**src/rtl/irq_flag_unit_pkg.sv**
```systemverilog
// Shared constants for the interrupt-flag unit: register addresses, IRQ bit map
// and address-window helpers used by the decode logic.
package irq_flag_unit_pkg;

    localparam int          NUM_IRQ_DEF   = 5;
    localparam logic [15:0] IF_ADDR_DEF   = 16'hFF0F;
    localparam logic [15:0] BOOT_ADDR_DEF = 16'hFF50;

    localparam int IRQ_VBLANK = 0;
    localparam int IRQ_STAT   = 1;
    localparam int IRQ_TIMER  = 2;
    localparam int IRQ_SERIAL = 3;
    localparam int IRQ_JOYPAD = 4;

    // 0xFE00-0xFFFF: OAM, IO registers and HRAM all route through the MMIO path
    function automatic logic addr_is_mmio(input logic [15:0] addr);
        return addr[15:9] == 7'b1111111;
    endfunction

    // First page of the map, shadowed by the boot ROM until it is disabled
    function automatic logic addr_is_ipl(input logic [15:0] addr);
        return addr[15:8] == 8'h00;
    endfunction

endpackage

```
**src/rtl/irq_flag_unit_if.sv**
```systemverilog
// CPU-side bus, peripheral request lines and core interrupt handshake of the flag unit.
// master = CPU/peripheral side, slave = irq_flag_unit.
interface irq_flag_unit_if #(
    parameter int NUM_IRQ = 5
);
    logic [15:0]        A;
    logic [7:0]         DIN;
    logic               RD;
    logic               WR;
    logic [7:0]         DOUT;
    logic               DOUT_ENA;
    logic [NUM_IRQ-1:0] IRQ_SRC;
    logic [7:0]         CPU_IRQ_ACK;
    logic [7:0]         CPU_IRQ_TRIG;
    logic               MMIO_REQ;
    logic               IPL_REQ;
    logic               BOOT_OFF;

    modport master (
        output A, DIN, RD, WR, IRQ_SRC, CPU_IRQ_ACK,
        input  DOUT, DOUT_ENA, CPU_IRQ_TRIG, MMIO_REQ, IPL_REQ, BOOT_OFF
    );

    modport slave (
        input  A, DIN, RD, WR, IRQ_SRC, CPU_IRQ_ACK,
        output DOUT, DOUT_ENA, CPU_IRQ_TRIG, MMIO_REQ, IPL_REQ, BOOT_OFF
    );

endinterface

```
**src/rtl/irq_flag_unit_bit.sv**
```systemverilog
// One IF bit: rising-edge request capture with set > ack > write priority.
// Latency: source edge or ack visible one cycle later; no backpressure.
module irq_flag_bit (
    input  logic clk,
    input  logic rst_n,
    input  logic i_src,
    input  logic i_ack,
    input  logic i_wr_en,
    input  logic i_wr_dat,
    output logic o_flag
);

    logic r_src;
    logic r_flag;
    logic w_set;

    assign w_set  = i_src & ~r_src;
    assign o_flag = r_flag;

    // r_src resets high so a line already asserted at reset release is not an edge
    always_ff @(posedge clk or negedge rst_n) begin
        if (!rst_n) begin
            r_src  <= 1'b1;
            r_flag <= 1'b0;
        end else begin
            r_src <= i_src;
            if (w_set) begin
                r_flag <= 1'b1;
            end else if (i_ack) begin
                r_flag <= 1'b0;
            end else if (i_wr_en) begin
                r_flag <= i_wr_dat;
            end
        end
    end

endmodule

```
**src/rtl/irq_flag_unit.sv**
```systemverilog
// IF register (0xFF0F), boot-ROM disable latch (0xFF50) and MMIO/IPL decode for the core.
// Latency: writes/requests/acks take effect after one edge, reads are combinational; no backpressure.
module irq_flag_unit
    import irq_flag_unit_pkg::*;
#(
    parameter int          NUM_IRQ   = NUM_IRQ_DEF,
    parameter logic [15:0] IF_ADDR   = IF_ADDR_DEF,
    parameter logic [15:0] BOOT_ADDR = BOOT_ADDR_DEF
) (
    input  logic            CLK,
    input  logic            nRESET,
    irq_flag_unit_if.slave  bus
);

    logic               r_wr;
    logic               r_boot_off;
    logic               w_wstb;
    logic               w_if_hit;
    logic               w_boot_hit;
    logic               w_if_wr;
    logic [NUM_IRQ-1:0] w_if;
    logic [7:0]         w_trig;
    logic [7:0]         w_dout;
    logic               w_unused;

    assign w_if_hit   = (bus.A == IF_ADDR);
    assign w_boot_hit = (bus.A == BOOT_ADDR);

    // A held WR commits once, on its first edge; r_wr resets high so a WR
    // already asserted at reset release does not count as a new strobe
    assign w_wstb  = bus.WR & ~r_wr;
    assign w_if_wr = w_wstb & w_if_hit;

    always_ff @(posedge CLK or negedge nRESET) begin
        if (!nRESET) begin
            r_wr       <= 1'b1;
            r_boot_off <= 1'b0;
        end else begin
            r_wr <= bus.WR;
            if (w_wstb & w_boot_hit & bus.DIN[0]) begin
                r_boot_off <= 1'b1;
            end
        end
    end

    for (genvar i = 0; i < NUM_IRQ; i++) begin : g_bit
        irq_flag_bit u_bit (
            .clk      (CLK),
            .rst_n    (nRESET),
            .i_src    (bus.IRQ_SRC[i]),
            .i_ack    (bus.CPU_IRQ_ACK[i]),
            .i_wr_en  (w_if_wr),
            .i_wr_dat (bus.DIN[i]),
            .o_flag   (w_if[i])
        );
    end

    always_comb begin
        w_trig              = 8'h00;
        w_trig[NUM_IRQ-1:0] = w_if;
    end

    // Unimplemented IF bits read back as 1, matching the original hardware
    always_comb begin
        w_dout = 8'hFF;
        if (bus.RD & w_if_hit) begin
            w_dout[NUM_IRQ-1:0] = w_if;
        end else if (bus.RD & w_boot_hit) begin
            w_dout[0] = r_boot_off;
        end
    end

    assign bus.CPU_IRQ_TRIG = w_trig;
    assign bus.DOUT         = w_dout;
    assign bus.DOUT_ENA     = bus.RD & (w_if_hit | w_boot_hit);
    assign bus.BOOT_OFF     = r_boot_off;
    assign bus.MMIO_REQ     = addr_is_mmio(bus.A);
    assign bus.IPL_REQ      = ~r_boot_off & addr_is_ipl(bus.A);

    // Upper ack and data bits have no destination when NUM_IRQ < 8
    assign w_unused = &{1'b0, bus.CPU_IRQ_ACK, bus.DIN};

endmodule
```
**src/flat_wrapper.sv**
```systemverilog
// flat-port wrapper written by rule: the top's interface ports become plain ports
module irq_flag_unit_flat import irq_flag_unit_pkg::*;
#(
    parameter int          NUM_IRQ   = NUM_IRQ_DEF,
    parameter logic [15:0] IF_ADDR   = IF_ADDR_DEF,
    parameter logic [15:0] BOOT_ADDR = BOOT_ADDR_DEF
)
  (CLK, nRESET, bus_A, bus_DIN, bus_RD, bus_WR, bus_IRQ_SRC, bus_CPU_IRQ_ACK, bus_DOUT, bus_DOUT_ENA, bus_CPU_IRQ_TRIG, bus_MMIO_REQ, bus_IPL_REQ, bus_BOOT_OFF);
  irq_flag_unit_if #(.NUM_IRQ(NUM_IRQ)) bus_i ();
  input  logic CLK;
  input  logic nRESET;
  input wire logic [$bits(bus_i.A)-1:0] bus_A;
  input wire logic [$bits(bus_i.DIN)-1:0] bus_DIN;
  input wire logic [$bits(bus_i.RD)-1:0] bus_RD;
  input wire logic [$bits(bus_i.WR)-1:0] bus_WR;
  input wire logic [$bits(bus_i.IRQ_SRC)-1:0] bus_IRQ_SRC;
  input wire logic [$bits(bus_i.CPU_IRQ_ACK)-1:0] bus_CPU_IRQ_ACK;
  output wire logic [$bits(bus_i.DOUT)-1:0] bus_DOUT;
  output wire logic [$bits(bus_i.DOUT_ENA)-1:0] bus_DOUT_ENA;
  output wire logic [$bits(bus_i.CPU_IRQ_TRIG)-1:0] bus_CPU_IRQ_TRIG;
  output wire logic [$bits(bus_i.MMIO_REQ)-1:0] bus_MMIO_REQ;
  output wire logic [$bits(bus_i.IPL_REQ)-1:0] bus_IPL_REQ;
  output wire logic [$bits(bus_i.BOOT_OFF)-1:0] bus_BOOT_OFF;
  assign bus_i.A = bus_A;
  assign bus_i.DIN = bus_DIN;
  assign bus_i.RD = bus_RD;
  assign bus_i.WR = bus_WR;
  assign bus_i.IRQ_SRC = bus_IRQ_SRC;
  assign bus_i.CPU_IRQ_ACK = bus_CPU_IRQ_ACK;
  assign bus_DOUT = bus_i.DOUT;
  assign bus_DOUT_ENA = bus_i.DOUT_ENA;
  assign bus_CPU_IRQ_TRIG = bus_i.CPU_IRQ_TRIG;
  assign bus_MMIO_REQ = bus_i.MMIO_REQ;
  assign bus_IPL_REQ = bus_i.IPL_REQ;
  assign bus_BOOT_OFF = bus_i.BOOT_OFF;
  irq_flag_unit #(.NUM_IRQ(NUM_IRQ), .IF_ADDR(IF_ADDR), .BOOT_ADDR(BOOT_ADDR)) u_core (.CLK(CLK), .nRESET(nRESET), .bus(bus_i));
endmodule
```
**config.mk**
```make
export PLATFORM = sky130hd
export DESIGN_NAME = irq_flag_unit_flat
export DESIGN_NICKNAME = d
export VERILOG_FILES = /design/src/rtl/irq_flag_unit_pkg.sv /design/src/rtl/irq_flag_unit_if.sv /design/src/rtl/irq_flag_unit_bit.sv /design/src/rtl/irq_flag_unit.sv /design/src/flat_wrapper.sv
export SDC_FILE = /design/constraint.sdc
export NUM_CORES = 1
export LEC_CHECK = 0
export BUFFER_PORTS_ARGS = -buffer_cell sky130_fd_sc_hd__buf_2
export CORE_MARGIN = 10
export CORE_UTILIZATION = 25
export DETAILED_ROUTE_END_ITERATION = 10
export GPL_TIMING_DRIVEN = 1
export PLACE_DENSITY = 0.59
export SETUP_SLACK_MARGIN = 0.4
export SLEW_MARGIN = 20
export SYNTH_ARGS = -nofsm -noshare
export SYNTH_HDL_FRONTEND = slang
export SYNTH_SLANG_ARGS = --single-unit
```
**constraint.sdc**
```tcl
create_clock -name CLK -period 3.05 [get_ports CLK]
set_input_delay 0.305 -clock CLK [delete_from_list [all_inputs] [get_ports CLK]]
set_output_delay 0.305 -clock CLK [all_outputs]
set_load 0.03 [all_outputs]
```
* After elaboration in Yosys (flattened, before gate mapping)
Index checks and enable logic that the tools add are counted.
Operators by class: eq/ne operators 3, multiplexer cells 18, bitwise operators 21, reductions and logical operators 6
Operators by type and width (number):
- equality test 16 bit, second input constant | 2
- 2-to-1 mux 1 bit | 17
- nonzero test 3 bit | 5
- bitwise AND 1 bit | 13
- zero test 8 bit | 1
- equality test 7 bit, second input constant | 1
- NOT 1 bit | 7
- 2-to-1 mux 4 bit | 1
- bitwise OR 1 bit | 1
Storage, ports and cells: register bits after elaboration 12, input bits 41, logic and storage cells 60

* Logic depth before layout (Yosys ltp)
word-level depth 6, gate-level depth with buffers 5, mapped depth without buffers 4

* Modules after synthesis
From an unflattened synthesis, not the netlist that was laid out.
Second synthesis, totals: cells, all modules 67, area, all modules 648.1 um^2
By module, submodules not included:
- irq_flag_bit | instances 5, cells each 5, area an instance 71.3 um^2, seq. area each 51.3 um^2
- irq_flag_unit | instances 1, cells each 42, area an instance 291.5 um^2, seq. area each 51.3 um^2

* Least setup slack after synthesis
Ideal clock, no wire load.
path type input -> output, start point input bus_A[5], end point output bus_DOUT_ENA, data arrival time 1.723 ns, required time 2.745 ns, path slack 1.022 ns, stages 3, buffers on the path 0, cell sequence or3b_1 or4_4 a21oi_1
On the way: cells in the longest elaborated chain, start to end 3
RTL lines:
- start, declared | line flat_wrapper.sv:12 | input wire logic [$bits(bus_i.A)-1:0] bus_A;
- equality test 16 bit, on equally long branches | line irq_flag_unit.sv:26, irq_flag_unit.sv:27
- bitwise OR 1 bit * | line irq_flag_unit.sv:75 | assign bus.DOUT_ENA = bus.RD & (w_if_hit | w_boot_hit);
- bitwise AND 1 bit * | line irq_flag_unit.sv:75
- end, declared | line flat_wrapper.sv:19 | output wire logic [$bits(bus_i.DOUT_ENA)-1:0] bus_DOUT_ENA;
Mark *: on every way between the ends. The rest lies on a longest branch, timed or not.

* Worst setup path after layout
start point input bus_A[5], end point output bus_DOUT[0]
On the way: cells in the longest elaborated chain, start to end 4
RTL lines:
- equality test 16 bit | line irq_flag_unit.sv:27 | assign w_boot_hit = (bus.A == BOOT_ADDR);
- bitwise AND 1 bit | line irq_flag_unit.sv:68 | end else if (bus.RD & w_boot_hit) begin
- 2-to-1 mux 1 bit | line irq_flag_unit.sv:68
- 2-to-1 mux 1 bit * | line irq_flag_unit.sv:66 | if (bus.RD & w_if_hit) begin
- end, declared | line flat_wrapper.sv:18 | output wire logic [$bits(bus_i.DOUT)-1:0] bus_DOUT;
Marks and branches as above.

==> impl_metrics.json <==
{
  "status": "complete, no violations",
  "async_flop_share_pct": 100,
  "crit_type": "input port to output port",
  "grt_pass1_vias": 804,
  "place_hpwl_um": 1940,
  "min_from": "bus_IRQ_SRC[4]",
  "synth_largest_area_cell": "dfstp_2",
  "required_ns": 2.74,
  "routed_via_density": 4.71,
  "min_to": "u_core.g_bit[4].u_bit.r_src$_DFF_PN1_",
  "portBuffers": 48,
  "min_path_cells": 1,
  "fin_tns_setup_ns": 0,
  "avgSynthCellArea_um2": 9.50,
  "relSlewSlack_pct": 54.7,
  "ys_seq_area_share_pct": 41.0,
  "syn_area_um2": 751,
  "io_pins": 61,
  "initial_core_util_pct": 26.8,
  "grt_max_degree": 13,
  "timing.rr.end": "u_core.g_bit[1].u_bit.o_flag$_DFFE_PN0P_",
  "cts-root-buf": "clkbuf_4",
  "drive_above_1_share_pct": 50.4,
  "die_area_mm2": 0.00560,
  "routedWlPerCell_um": 14.4,
  "timing.hold.ws_ns": 0.128,
  "setup_violations": 0,
  "leakagePower_nw": 0.476,
  "track_usage_pct": 8.23,
  "rows": 19,
  "vias": 735,
  "grt_pass1_wl_um": 3620,
  "area_growth_pct": 34.7,
  "ir_drop_v": 0.000120,
  "nFillCells": 300,
  "cts_buffers": 3,
  "critPathCaptureType": "output port",
  "gp_congestion": 0.674,
  "hold_viol": 0,
  "drv_slew": 0,
  "yosys-top-cells-area": "dfstp_2 (21%), dfrtp_1 (20%), buf_4 (11%)",
  "postSynthCellCount": 79,
  "final_antenna_net_count": 0,
  "r2r-start": "u_core.r_wr$_DFF_PN1_",
  "r2r_setup_slack_ns": 1.84,
  "fp.dieH_um": 74.8,
  "fp.dieW_um": 74.8,
  "post_cts_buffers": 0,
  "period_minus_slack_ns": 2.10,
  "cts-htree-levels": 1,
  "cp.arrival_ns": 1.79,
  "layout.nets": 167,
  "max_freq_mhz": 476,
  "min_period_over_period_pct": 68.8,
  "routed_wl_um": 2250,
  "crit_fanout": 5,
  "yosys_register_bits": 12,
  "core_area_mm2": 0.00281,
  "clock_skew_ns": 0.00352,
  "ff2ff_path_depth": 5,
  "cts_buffer_depth": 2,
  "rsz0062_at_grt": "no",
  "synth_edf_count": 0,
  "grt-ovfl-total": 0,
  "ys_warn_count": 0,
  "drc": 0,
  "drt_pre_antenna_iters": 4,
  "cp-start-kind": "input port",
  "antenna_found_initial": 0,
  "synthTopCellsByCount": "buf_4 (11), inv_1 (11), dfrtp_1 (6), dfstp_2 (6)",
  "powerDensity_mw_per_mm2": 398,
  "hp-class": "input port to flop",
  "insertion_delay_ns": 0.28,
  "ys.flop_type": "dfstp_2",
  "drt_iter0_drc": 16,
  "cts_sinks": 12,
  "netlist.area_leader.share_pct": 21.0,
  "diodes": 0,
  "worstMarginPinSlew_ns": 0.675,
  "drv_cap": 0,
  "ys_types": 26,
  "clk_pin_slew_ns": 0.08,
  "cts_tree": "yes"
}
cell families (layout without fill, tap and decap cells):
| family | Yosys count | count (layout) | synth area share [%] |
|---|---|---|---|
| other | 2 | 6 | 1.00 |
| buffers and inverters | 24 | 66 | 17.7 |
| AO/OA/AOI/OAI | 13 | 13 | 15.3 |
| flip-flops | 12 | 12 | 41.0 |
| AND/OR/NAND/NOR | 28 | 28 | 25.0 |
area by class of cell:
class | instances | area [um^2] | area share, %
sequential | 12 | 308 | 30.4
multi-input combinational | 47 | 325 | 32.2
timing repair buffer | 50 | 258 | 25.5
inverter | 12 | 45.0 | 4.46
tap | 31 | 38.8 | 3.84
clock buffer | 4 | 36.3 | 3.59
registers in the layout, indices dropped and copies added, names as in the netlist:
signal,flops
u_core.g_bit.u_bit.r_src,5
u_core.bus.BOOT_OFF,1
u_core.g_bit.u_bit.o_flag,5
u_core.r_wr,1
repair_timing:
action,4_1_cts,5_1_grt
hold endpoints to repair,6,0
gates resized for setup,0,0
hold buffers,1,0
per-stage QoR:
| stage | power, W | worst slack (ns) | cells | instance area [um^2] | utilization, % |
|---|---|---|---|---|---|
| after floorplan | 0.000248 | 1.02 | 83 | 766 | - |
| after global placement | 0.000271 | 0.945 | 151 | 965 | 34.4 |
| after detailed placement | 0.000274 | 0.938 | 151 | 965 | 34.4 |
| after CTS | 0.000408 | 0.937 | 156 | 1010 | 36.0 |
| after global routing | 0.000430 | 0.905 | 156 | 1010 | 36.0 |
| final | 0.000402 | 0.951 | 156 | 1010 | 36.0 |
layout by cell type (no fill, tap or decap):
cell type / count
nor4_1: 3
clkbuf_8: 1
clkinv_1: 1
a31o_1: 1
a22oi_1: 1
inv_1: 11
nor2_1: 3
dfstp_2: 6
buf_4: 1
or3_1: 1
nand2_1: 5
o32a_1: 5
clkbuf_4: 3
dlygate4sd3_1: 1
nor4_2: 1
or3b_1: 1
nand3_1: 2
nand2b_1: 1
nand4b_1: 5
o311ai_1: 5
dfrtp_1: 6
nand4_1: 2
nor3_2: 1
or4_4: 1
nor2_4: 1
and3_1: 1
conb_1: 6
buf_2: 48
a21oi_1: 1
metal layers:
layer  global-route usage [%]  part of all wire (%)  wire length (um)
met5                        0                     0                 0
met1                     9.31                    41               928
met4                    0.630                     0                 0
met3                     6.04                    17               379
met2                     12.8                    42               937
report_power, final:
part	leakage (nW)	switching (W)	internal, W	total, W
logic	0.324	0.0000571	0.0000361	0.0000932
registers	0.131	0.00000472	0.000174	0.000178
clock network	0.0210	0.0000580	0.0000726	0.000131
total	0.476	0.000120	0.000282	0.000402
worst max-delay path, cell delays in order:
cell	delay, ns
buf_2	0.09
or3b_1	0.40
or4_4	0.53
nor2_4	0.17
a22oi_1	0.11
buf_2	0.19
how the worst max path moves through the flow:
stage	from	end	cells after the start
after floorplan	bus_A[5]	bus_DOUT_ENA	3
after global placement	bus_A[5]	bus_DOUT[0]	6
after detailed placement	bus_A[5]	bus_DOUT[0]	6
after CTS	bus_A[5]	bus_DOUT[0]	6
after global routing	bus_A[5]	bus_DOUT[0]	6
final	bus_A[5]	bus_DOUT[0]	6
Note: power is estimated with default switching activity, not from simulation.
